**src/rtl/mips_if_prefetch.sv**
```systemverilog
// MIPS32 instruction-fetch stage: fetch PC, in-order imem request/response tracking,
// prefetch FIFO to decode and redirect flush. Define MIPS_IF_BYPASS_EN for empty-FIFO response bypass.
module mips_if_prefetch #(
  parameter int DEPTH = 4
) (
  input  logic        clk,
  input  logic        reset,
  input  logic [31:0] startPC,
  output logic        imem_req_valid,
  input  logic        imem_req_ready,
  output logic [31:0] imem_req_addr,
  input  logic        imem_rsp_valid,
  input  logic [31:0] imem_rsp_data,
  input  logic        redirect_valid,
  input  logic [31:0] redirect_pc,
  output logic        id_valid,
  input  logic        id_ready,
  output logic [31:0] id_instr,
  output logic [31:0] id_pc
);

  localparam int CW = $clog2(DEPTH + 1);
  localparam int PW = $clog2(DEPTH);
  localparam logic [CW:0] DEPTH_C = (CW + 1)'(DEPTH);

  typedef enum logic [1:0] {BOOT, RUN, FLUSH} state_t;

  state_t        state;
  logic [31:0]   fetch_pc;
  logic [CW-1:0] outstanding;
  logic [CW-1:0] fifo_count;
  logic [PW-1:0] fifo_wr, fifo_rd, pcq_wr, pcq_rd;
  logic [31:0]   fifo_instr [DEPTH];
  logic [31:0]   fifo_pc    [DEPTH];
  logic [31:0]   pcq        [DEPTH];

  logic          req_hs, rsp_hs, rsp_keep, fifo_empty, fifo_wr_en, fifo_pop;
  logic [CW-1:0] outstanding_nxt;
  logic          unused_addr_bits;

  assign unused_addr_bits = ^{startPC[1:0], redirect_pc[1:0]};

  always_comb begin
    imem_req_valid  = (state == RUN) &&
                      (({1'b0, outstanding} + {1'b0, fifo_count}) < DEPTH_C);
    imem_req_addr   = fetch_pc;
    req_hs          = imem_req_valid & imem_req_ready;
    // Responses with nothing outstanding are spurious and never counted.
    rsp_hs          = imem_rsp_valid & (outstanding != '0);
    rsp_keep        = rsp_hs & (state == RUN) & ~redirect_valid;
    outstanding_nxt = outstanding + CW'(req_hs) - CW'(rsp_hs);
    fifo_empty      = (fifo_count == '0);
`ifdef MIPS_IF_BYPASS_EN
    id_valid   = ~fifo_empty | rsp_keep;
    id_instr   = '0;
    id_pc      = '0;
    if (!fifo_empty) begin
      id_instr = fifo_instr[fifo_rd];
      id_pc    = fifo_pc[fifo_rd];
    end else if (rsp_keep) begin
      id_instr = imem_rsp_data;
      id_pc    = pcq[pcq_rd];
    end
    fifo_wr_en = rsp_keep & ~(fifo_empty & id_ready);
`else
    id_valid   = ~fifo_empty;
    id_instr   = fifo_empty ? '0 : fifo_instr[fifo_rd];
    id_pc      = fifo_empty ? '0 : fifo_pc[fifo_rd];
    fifo_wr_en = rsp_keep;
`endif
    fifo_pop   = id_valid & id_ready & ~fifo_empty;
  end

  always_ff @(posedge clk or negedge reset) begin
    if (!reset) begin
      state       <= BOOT;
      fetch_pc    <= '0;
      outstanding <= '0;
      fifo_count  <= '0;
      fifo_wr     <= '0;
      fifo_rd     <= '0;
      pcq_wr      <= '0;
      pcq_rd      <= '0;
    end else begin
      case (state)
        BOOT: begin
          fetch_pc <= {startPC[31:2], 2'b00};
          state    <= RUN;
        end
        default: begin
          outstanding <= outstanding_nxt;
          if (redirect_valid) begin
            // Everything still in flight after this cycle becomes the discard count.
            fetch_pc   <= {redirect_pc[31:2], 2'b00};
            fifo_count <= '0;
            fifo_wr    <= '0;
            fifo_rd    <= '0;
            pcq_wr     <= '0;
            pcq_rd     <= '0;
            state      <= (outstanding_nxt != '0) ? FLUSH : RUN;
          end else begin
            if (req_hs) begin
              fetch_pc <= fetch_pc + 32'd4;
              pcq_wr   <= pcq_wr + PW'(1);
            end
            if (rsp_keep) pcq_rd <= pcq_rd + PW'(1);
            if (fifo_wr_en) fifo_wr <= fifo_wr + PW'(1);
            if (fifo_pop) fifo_rd <= fifo_rd + PW'(1);
            fifo_count <= fifo_count + CW'(fifo_wr_en) - CW'(fifo_pop);
            if (state == FLUSH && outstanding_nxt == '0) state <= RUN;
          end
        end
      endcase
    end
  end

  always_ff @(posedge clk) begin
    if (req_hs && !redirect_valid) pcq[pcq_wr] <= fetch_pc;
    if (fifo_wr_en) begin
      fifo_instr[fifo_wr] <= imem_rsp_data;
      fifo_pc[fifo_wr]    <= pcq[pcq_rd];
    end
  end

endmodule

```
**config.mk**
```make
export PLATFORM = sky130hd
export DESIGN_NAME = mips_if_prefetch
export DESIGN_NICKNAME = d
export VERILOG_FILES = /design/src/rtl/mips_if_prefetch.sv
export SDC_FILE = /design/constraint.sdc
export NUM_CORES = 1
export LEC_CHECK = 0
export BUFFER_PORTS_ARGS = -buffer_cell sky130_fd_sc_hd__buf_2
export CORE_AREA = 3 3 176 178
export CTS_CLUSTER_DIAMETER = 100
export CTS_CLUSTER_SIZE = 30
export DETAILED_ROUTE_END_ITERATION = 10
export DIE_AREA = 0 0 179 181
export PLACE_DENSITY = 0.78
export SYNTH_ARGS = -nofsm -noshare
export SYNTH_HDL_FRONTEND = slang
export SYNTH_SLANG_ARGS = --single-unit
```
**constraint.sdc**
```tcl
create_clock -name clk -period 3.81 [get_ports clk]
set_input_delay 0.762 -clock clk [delete_from_list [all_inputs] [get_ports clk]]
set_output_delay 0.762 -clock clk [all_outputs]
set_load 0.05 [all_outputs]
```
---- After elaboration in Yosys (flattened, before gate mapping) ----
Memory sizes are Yosys's and may differ from the RTL's.
Index checks and enable logic that the tools add are counted.
cells by class
  add/subtract/negate cells ............... 10
  $mul .................................... 0
  div/mod/pow operators ................... 0
  magnitude comparators ................... 1
  eq/ne operators ......................... 2
  shifts and indexed selects .............. 0
  mux-type cells .......................... 22
  bitwise operators ....................... 9
  reduce and logical (&&, ||, !) cells .... 17
operators by type and width
  cell                   count
  $mux 32                5
  $add 32x3->32 const B  1
  $mux 2                 12
  $reduce_bool 3->1      4
  $add 2x1->2 const B    4
  $add 3x1->3            2
  $and 1x1->1            6
  $logic_not 3->1        2
  $reduce_and 2->1       3
  $reduce_bool 2->1      3
  $sub 3x1->3            2
  $add 3x3->4            1
  $lt 4x3->1 const B     1
  $mux 1                 4
  $logic_and 1x1->1      3
  $mux 3                 1
  $not 1->1              3
  $eq 2x1->1 const B     1
  $eq 2x2->1 const B     1
  $logic_not 2->1        1
  $logic_not 1->1        1
word-level totals
  register bits after elaboration ......... 48
  bits in latches ......................... 0
  bits in writable memories ............... 384
  bits in read-only memories .............. 0
  bits of input ports ..................... 102
  output and inout bits ................... 98
  word-level logic and storage cells ...... 72
  memories ................................ 3
memories
  memory      depth  bits a word  read ports  clocked after memory_dff  wr ports  RTL line  RTL
  fifo_instr  4      32           1           0                         1         33        logic [31:0] fifo_instr [DEPTH];
  fifo_pc     4      32           1           0                         1         34        logic [31:0] fifo_pc [DEPTH];
  pcq         4      32           1           0                         1         35        logic [31:0] pcq [DEPTH];

---- Logic depth before layout (Yosys ltp) ----
  depth in word-level cells ............... 11
  gate-level depth with buffers ........... 14
  depth with buffers taken out ............ 14

---- Worst setup path after synthesis ----
No wires, ideal clock.
  path kind ............................... input-to-reg
  start point ............................. input port redirect_valid
  end point ............................... memory fifo_instr[1][0] (enable)
  library setup time ...................... 0.426 ns
  arrival ................................. 2.861 ns
  data required time ...................... 3.384 ns
  slack ................................... 0.522 ns
  cell stages on the path ................. 4
  buffers on the path ..................... 2
  cells stage by stage .................... clkbuf_1 clkbuf_1 nor2_1 and2_1
between the ends
  longest elaborated chain between the ends .. 4
ends and longest elaborated chain
  element                       RTL line  RTL
  start: declaration            14        input logic redirect_valid,
  $not 1->1                     50        rsp_keep = rsp_hs & (state == RUN) & ~redirect_valid;
  $and 1x1->1                   50
  $mux 1                        119       if (fifo_wr_en) begin
  $mux 1 (not written as such)  120       fifo_instr[fifo_wr] <= imem_rsp_data;
  end: declaration              33
No other way between the ends.

---- Final worst setup path ----
  start point ............................. register fifo_rd[0]
  end point ............................... output port id_pc[13]
between the ends
  longest elaborated chain between the ends .. 2
ends and longest elaborated chain
  element                   RTL line  RTL
  start: declaration        32        logic [PW-1:0] fifo_wr, fifo_rd, pcq_wr, pcq_rd;
  start signal: assignment  108       if (fifo_pop) fifo_rd <= fifo_rd + PW'(1);
  $mem_v2 4x32              -
  $mux 32                   68        id_pc = fifo_empty ? '0 : fifo_pc[fifo_rd];
  end: declaration          19        output logic [31:0] id_pc
No other way between the ends.

==> summary.md <==
| Metric | Value |
|---|---|
| Avg Cell Area, Syn | 17.5 sq um |
| Distinct cells, synth | 58 |
| Number of hold buffers added after CTS | 0 |
| # setup viols final | 0 |
| Final nets | 1,277 |
| Worst-skew pair later-pin latency | 0.51 ns |
| DR WL/cell | 21.6 microns |
| Internal power | 7890 uW |
| Post-synth EDFFs | 368 |
| Initial antenna violation count | 0 |
| Unrepaired setup endpoints after global routing | no |
| Worst Hold Class | input pin to async pin |
| Vias in the first global route | 9,339 |
| Worst setup SP type | flip-flop |
| GPL Wtd Cong | 0.900 |
| Clock transition at path regs | 0.11 ns |
| # DRC | 0 |
| Critical path type | flip-flop to primary output |
| Outcome | completed |
| Growth of design area from synthesis to finish | 11.8% |
| Post-CTS Setup Bufs | 0 |
| Io pins | 200 |
| Layout cells sized above 1 | 30.0% |
| Max VDD drop | 0.496 mV |
| Clk sinks | 414 |
| Worst EP arrival | 2.72 ns |
| Sequential share of the synthesized area | 71.8% |
| First-pass GRT wire length | 52,600 microns |
| Setup tns final | 0 ns |
| Initial core utilization | 57.5% |
| CTS H-Tree Depth | 1 |
| Design Area, Final | 0.0190 sq mm |
| Pleak | 0.00655 uW |
| Clk root buf | clkbuf_16 |
| Yosys warns | 0 |
| Resized cells post-CTS | 0 |
| Slew Limit Fails | 0 |
| FP Rows | 63 |
| Dpl ws | 0.505 ns |
| Die Wd | 179 microns |
| Post-Synthesis Cells | 972 |
| Share of power burned in the clock network | 16.4% |
| Ant. Diodes | 0 |
| Skew final | 0.0121 ns |
| Initial drt markers | 702 |
| Die H | 181 microns |
| Largest net degree at the start of global routing | 64 |
| Hold slack | 0.147 ns |
| CP required | 3.05 ns |
| Setup ws final | 0.325 ns |
| Net switching power | 5000 uW |
| CTS max path bufs | 3 |
| Main flop type after synthesis | edfxtp_1 |
| Syn Std Cell Area | 0.0170 sq mm |
| Die area | 0.0324 sq mm |
| Average vias per placed instance | 5.98 |
| CTS buffer count | 17 |
| DR vias | 9,321 |
| Core Region | 0.0296 sq mm |
| Asr flop ratio synth | 11.1% |
| Pre-Repair DR Iteration Count | 5 |
| Worst slew pin tran | 0.906 ns |
| DRT Wirelength | 33,600 microns |
| CTS tree | built |
| MaxCap Viol Count | 0 |
| Worst rel slew slack | 39.6% |
| I/O Buffers | 191 |
| Synth Register Bits | 414 |
| Reg2reg setup slack | 0.45 ns |
| Crit. End Element | primary output |
| Maximum clock rate | 0.287 GHz |
| Critical Path Fanout Max | 32 |
| Placement Cell Area | 0.0185 sq mm |
| Minimum clock period | 3.49 ns |
| Final hold vios | 0 |
| Sw Share | 38.8% |
| Worst r2r src | outstanding[2] |
| Period utilization | 91.5% |
| Combinational power share | 36.4% |
| Endpoint of the worst-slack reg-to-reg timing path | state[1] |
| R2R cell count | 14 |
| Cell area power density | 679 mW/mm^2 |
| Flop pwr share | 47.2% |
| Total global-route track usage | 20.9% |
| Antenna Nets Post-Route | 0 |
| Remaining Overflow, GRT | 0 |
| Detailed placer's ending HPWL | 21,900 microns |
## critical path, stage by stage, from the launching register on
cell and delay, ns:
dfrtp_4 0.89, buf_4 0.31, mux4_2 0.57, and2_1 0.19, buf_2 0.20
## per-layer routing
| layer | vias to the layer above | wire length [microns] | GRT usage (%) |
|---|---|---|---|
| li1 | 4186 | - | - |
| met1 | 4757 | 14400 | 30.9 |
| met2 | 344 | 16500 | 34.2 |
| met3 | 34 | 2300 | 3.09 |
| met4 | 0 | 482 | 3.68 |
| met5 | - | 0 | 0 |
## sequential cells by signal, summed over array words and instances (netlist names)
name / cells
fifo_instr: 128
fifo_pc: 120
pcq: 120
imem_req_addr: 30
fifo_count: 3
outstanding: 3
fifo_rd: 2
fifo_wr: 2
pcq_rd: 2
pcq_wr: 2
state: 2
## cell type report
type / count / area [sq um]
clock buffer: 28 / 467
clock inverter: 1 / 8.76
timing repair buffer: 221 / 1240
tap: 390 / 488
multi-input combinational: 486 / 4510
sequential: 414 / 12200
fill: 2094 / 10600
inverter: 18 / 70.1
## power groups by stage
stage                     registers, uW  clock network (uW)  logic [uW]
final                              6080                2120        4690
after global placement             6150                   0        4670
after CTS                          6090                2180        4750
after global routing               6170                2330        5030
after floorplan                    6300                   0        3310
after detailed placement           6200                   0        4740
## worst max-delay path by stage
stage	start	slack [ns]	end	depth (start not counted)
floorplan	redirect_valid	0.52	fifo_instr[1][0]	4
global placement	outstanding[2]	0.51	state[1]	14
detailed placement	outstanding[2]	0.51	state[1]	14
CTS	fifo_rd[0]	0.26	id_pc[13]	4
global route	fifo_rd[0]	0.18	id_pc[13]	4
finish	fifo_rd[0]	0.32	id_pc[13]	4
## kinds of logic after synthesis
logic type	synth area share, %
other	0.0221
xor gates and xnor gates	0.722
AOI/OAI and AO/OA	4.01
muxes	12.4
adders and majority gates	1.34
DFF	71.8
and+or+nand+nor	7.86
buffers and inverters	1.80
## stage by stage
step	util [%]	cells	power (uW)
2_1_floorplan	-	975	9600
3_3_place_gp	62.7	1529	10800
5_1_grt	64.3	1558	13500
3_5_place_dp	62.7	1529	10900
4_1_cts	64.3	1558	13000
6_report	64.3	1558	12900
## synthesized netlist by cell type, drive strengths merged (7+ instances only)
master | instances | share of area, %
nor3 | 13 | 0.38
o22ai | 8 | 0.29
clkbuf | 37 | 0.82
nand4 | 8 | 0.29
edfxtp | 368 | 65
nor3b | 9 | 0.40
and3 | 7 | 0.27
and2 | 71 | 2.6
nand2 | 57 | 1.3
ha | 15 | 1.1
o21ai | 22 | 0.65
nor2 | 25 | 0.57
nand3 | 26 | 0.80
mux4 | 92 | 12
buf | 20 | 0.57
xnor2 | 9 | 0.46
a31oi | 15 | 0.55
dfrtp | 46 | 6.8
inv | 18 | 0.41
a21oi | 35 | 1.0
## cells in the final DEF (no fill, tap or decap), types with 8 or more instances in the layout
cell type	netlist	final
edfxtp_1	368	368
mux4_2	92	92
clkbuf_1	37	11
a31oi_1	15	15
buf_4	4	25
o22ai_1	8	8
xnor2_1	9	9
ha_1	15	15
inv_1	17	17
nand3_1	25	25
o21ai_0	22	22
nor3_1	13	13
nor3b_1	9	9
and2_1	71	67
nand4_1	8	8
buf_2	6	191
clkbuf_16	0	17
nor2_1	24	23
nand2_1	57	57
dfrtp_1	46	42
a21oi_1	35	35
Note: power is estimated with default switching activity, not from simulation.
